--- config.mk ---
export PLATFORM = sky130hd
export DESIGN_NAME = md_issue_ctrl
export DESIGN_NICKNAME = d
export VERILOG_FILES = /design/src/rtl/md_issue_ctrl.sv
export SDC_FILE = /design/constraint.sdc
export NUM_CORES = 1
export LEC_CHECK = 0
export ABC_AREA = 0
export BUFFER_PORTS_ARGS = -buffer_cell sky130_fd_sc_hd__buf_2
export CORE_MARGIN = 3
export CORE_UTILIZATION = 36
export CTS_BUF_LIST = sky130_fd_sc_hd__clkbuf_8
export DETAILED_ROUTE_END_ITERATION = 8
export PLACE_DENSITY_LB_ADDON = 0.08
export SETUP_SLACK_MARGIN = 0.4
export SYNTH_ARGS = -nofsm -noshare
export SYNTH_HDL_FRONTEND = slang
export SYNTH_SLANG_ARGS = --single-unit
--- constraint.sdc ---
create_clock -name clk -period 1.1 [get_ports clk]
set_input_delay 0 -clock clk [delete_from_list [all_inputs] [get_ports clk]]
set_output_delay 0 -clock clk [all_outputs]
set_load 0.01 [all_outputs]
--- src/rtl/md_issue_ctrl.sv ---
// E-stage issue and hazard control for the HI/LO multiply/divide unit.
// Optional stall statistics counter is built when MD_STALL_CNT_EN is defined.
module md_issue_ctrl #(
    parameter int MULT_LAT = 5,
    parameter int DIV_LAT  = 10
) (
    input  logic        clk,
    input  logic        reset,
    input  logic        e_valid,
    input  logic [3:0]  e_md_op,
    input  logic        flush_e,
    input  logic        d_md_use,
    output logic [3:0]  hilo_op,
    output logic        start,
    output logic        md_busy,
    output logic        stall_d,
    output logic        err,
    output logic [31:0] stall_cnt
);

    logic       busy_q, busy_d;
    logic [3:0] cnt_q, cnt_d;
    logic       err_q, err_d;
    logic       kill_s, issue_s, viol_s;

    // Decode E-stage op against the shadow busy window.
    always_comb begin
        kill_s  = flush_e | ~e_valid | e_md_op[3];
        issue_s = ~kill_s & ~busy_q & (e_md_op[3:2] == 2'b01);
        viol_s  = e_valid & ~flush_e & busy_q & ~e_md_op[3];
    end

    // State register for the busy shadow and sticky error.
    always_ff @(posedge clk) begin
        if (reset) begin
            busy_q <= 1'b0;
            cnt_q  <= 4'd0;
            err_q  <= 1'b0;
        end else begin
            busy_q <= busy_d;
            cnt_q  <= cnt_d;
            err_q  <= err_d;
        end
    end

    // Next-state: load latency on issue, count down, release on the unit's write edge.
    always_comb begin
        busy_d = busy_q;
        cnt_d  = cnt_q;
        err_d  = err_q | viol_s;
        if (issue_s) begin
            busy_d = 1'b1;
            cnt_d  = e_md_op[0] ? 4'(DIV_LAT) : 4'(MULT_LAT);
        end else if (busy_q) begin
            if (cnt_q == 4'd1) begin
                busy_d = 1'b0;
                cnt_d  = 4'd0;
            end else begin
                busy_d = 1'b1;
                cnt_d  = cnt_q - 4'd1;
            end
        end else begin
            busy_d = 1'b0;
            cnt_d  = 4'd0;
        end
    end

    // Outputs: killed or colliding ops are replaced by the idle code.
    always_comb begin
        if (kill_s || busy_q) begin
            hilo_op = 4'b1111;
        end else begin
            hilo_op = e_md_op;
        end
        start   = issue_s;
        stall_d = d_md_use & (busy_q | issue_s);
        md_busy = busy_q;
        err     = err_q;
    end

`ifdef MD_STALL_CNT_EN
    logic [31:0] stall_cnt_q, stall_cnt_d;

    // Saturating stall counter next value.
    always_comb begin
        if (stall_d && (stall_cnt_q != 32'hFFFF_FFFF)) begin
            stall_cnt_d = stall_cnt_q + 32'd1;
        end else begin
            stall_cnt_d = stall_cnt_q;
        end
    end

    // Stall counter register.
    always_ff @(posedge clk) begin
        if (reset) begin
            stall_cnt_q <= 32'd0;
        end else begin
            stall_cnt_q <= stall_cnt_d;
        end
    end

    assign stall_cnt = stall_cnt_q;
`else
    assign stall_cnt = 32'h0000_0000;
`endif

endmodule

==> implementation parameters <==
Parameter                              Value

Status
  Run status    finished with violations
  Failing checks    setup timing

Pwr
  Total power of the final layout    728 µW
  Total power divided by cell area    937 nW/µm²
  VDD IR-drop max    0.000649 V
  Leakage dissipation    0.371 nW

Worst setup path
  Start-to-end type of the worst setup path    flip-flop to output pin
  Worst Setup End Kind    output pin
  Reg-to-reg startpoint    cnt_q[1]
  Destination of the worst register-to-register timing path    md_busy
  Number of cells on the worst reg-to-reg path    5
  CP Max Fanout    3
  CP startpoint kind    flip-flop
  Internal reg-to-reg setup slack    -0.08 ns
  Launching instance or port of the critical path    md_busy
  Data required time of the critical path    1.10 ns
  Crit path DAT    1.21 ns
  Termination of the worst setup path    stall_d

CTS
  CTS tree    built
  Clock slew seen by the registers of the worst setup and hold paths    0.04 ns
  Clk Latency, worst-skew pair    0.22 ns
  Hold Buf Count CTS    0
  CTS sink count    6
  CTS Buf Count    3
  Maximum level of the CTS H-tree    1
  CTS root buf    clkbuf_8
  Maximum clock path buffer count    2

Timing
  Final period demand of the worst path    1.21 ns
  Final worst clock skew    0.00260 ns
  Final Worst Setup Slack    -0.108 ns
  Aggregate negative setup slack    -0.521 ns
  Unrepaired setup endpoints after global routing    yes
  Number of slew-limit violations in the final report    0
  Highest attainable clock frequency    828 MHz
  Post-route clock period utilization    1.10
  Final Hold Vio Count    0
  Final setup violation count    8

Synth
  Largest cells by area after synthesis    buf_4 39%, dfxtp_1 20%, a21oi_1 4.1%
  Yosys warns    0
  Cell taking the most area after synthesis    buf_4
  Register bit count reported by yosys    6
  Prevailing post-synth register cell    dfxtp_1
  Post-synth EDFFs    0
  Most instantiated cells after synthesis    32 x buf_4, 6 x dfxtp_1, 5 x a21oi_1
  Count of distinct cell types in the synthesized netlist    24
  Sequential share of the synthesized area    0.197
  Synthesized instance count    75
  Mean instance size in the synthesized netlist    8.14 µm²
  Post-synthesis instance area    611 µm²
  Yosys top cell area share    0.393
  Share of flip-flops with an asynchronous set or reset    0
  Dominant cell by count in the synthesized netlist    buf_4

Worst hold path
  Hold depth    2
  Type of the tightest min-delay check    primary input to flip-flop

Routing
  Average wire per cell in the routed design    9.63 µm
  Post-route met1 wirelength    461 µm
  Met2 wire len    553 µm
  Remaining antenna violation count    0
  Vias after detailed routing    474
  Pre-Repair DR Iteration Count    2
  Drt total wl    1130 µm
  Via density per instance    4.05
  1st-iter DRT viols    5
  Top Metal Used    met3
  DRC violation count after routing    0
  Met3 layer wire length in the routed design    112 µm

Die
  Area of the die    2230 µm²
  Floorplan row count    14
  Die Height    47.2 µm
  Die Width    47.2 µm
  Count of boundary I/O pins    49
  Effective utilization at floorplan    0.392
  Core region area    1560 µm²

Placed design
  Estimated wirelength of the detail-placed design    811 µm
  Placed cell area    588 µm²
  Final weighted congestion in routability-driven placement    0.645
  Count of input and output buffers    16

GRT
  Total grt overflow    0
  Number of global-route vias before repair    393
  Combined global-route utilization of all metal layers    0.104
  Pin count of the biggest net entering global routing    10
  Initial antenna violation count    0
  Global-route wire length before repair    1610 µm

Flow run
  Max Cap Violations    0

Finish
  Ant diodes    0
  Area grow syn2layout    27.3%
  Post-layout net count    114
  Proportion of layout cells with a drive suffix above 1    0.455
  Cell area after layout    777 µm²
sequential cells by signal, summed over array words and instances, names as in the netlist:
signal and cells:
cnt_q 4, err 1, md_busy 1
cell families after synthesis:
family / count (synthesis) / synth area share
AO/OA/AOI/OAI: 9 / 0.0963
adder cells (fa/ha/maj): 2 / 0.0410
buffers and inverters: 38 / 0.443
flip-flops: 6 / 0.197
other: 1 / 0.00614
AND/OR/NAND/NOR: 19 / 0.217
cell type report:
cell class                 instances  area, µm²
multi-input combinational         62        384
sequential                         6        125
inverter                           4       15.0
tap                               16       20.0
clock buffer                       3       41.3
fill                             158        782
timing repair buffer              26        191
cell usage in the layout (no fill, tap or decap), types with 3 or more instances in the layout:
| cell type | synthesis | routed |
|---|---|---|
| conb_1 | 1 | 32 |
| buf_2 | 0 | 14 |
| buf_4 | 32 | 6 |
| buf_6 | 1 | 5 |
| nand2b_1 | 4 | 4 |
| dfxtp_2 | 0 | 4 |
| inv_2 | 1 | 3 |
| a21oi_2 | 0 | 3 |
| clkbuf_8 | 0 | 3 |
critical path, stage by stage (launching register included):
cell	delay [ns]
dfxtp_2	0.32
nor4b_4	0.27
nand2_2	0.11
inv_2	0.07
o21a_1	0.10
buf_2	0.12
worst min path at each step:
stage	endpoint	from	slack (ns)
2_1_floorplan	stall_d	d_md_use	0.11
4_1_cts	md_busy	reset	0.05
3_5_place_dp	hilo_op[1]	e_md_op[1]	0.27
3_3_place_gp	hilo_op[1]	e_md_op[1]	0.27
5_1_grt	cnt_q[1]	e_md_op[0]	0.08
6_report	cnt_q[1]	reset	0.06
repair_timing:
action | in CTS | in global routing
hold endpoints to repair | 0 | 0
setup buffers | 8 | 0
pin swaps | 7 | 5
gates resized for setup | 12 | 7
endpoints found under the setup margin | 13 | 14
per-stage QoR:
stage | setup WS, ns | hold slack, ns | util | instances
floorplan | -0.101 | 0.112 | - | 106
global placement | -0.000687 | 0.267 | 0.377 | 106
detailed placement | -0.00197 | 0.274 | 0.377 | 106
CTS | -0.189 | 0.0452 | 0.478 | 117
global route | -0.177 | 0.0840 | 0.498 | 117
finish | -0.108 | 0.0588 | 0.498 | 117
power by group:
group,total [mW],internal [mW],switching (mW)
sequential,0.231,0.226,0.00527
clock,0.329,0.235,0.0943
combinational,0.168,0.0646,0.103
layer usage:
| layer | GRT usage | up-vias |
|---|---|---|
| met5 | 0 | - |
| met4 | 0.0166 | 0 |
| met3 | 0.0460 | 0 |
| met2 | 0.179 | 32 |
| met1 | 0.120 | 211 |
| li1 | - | 231 |
Power figures use the tool's default switching activity.
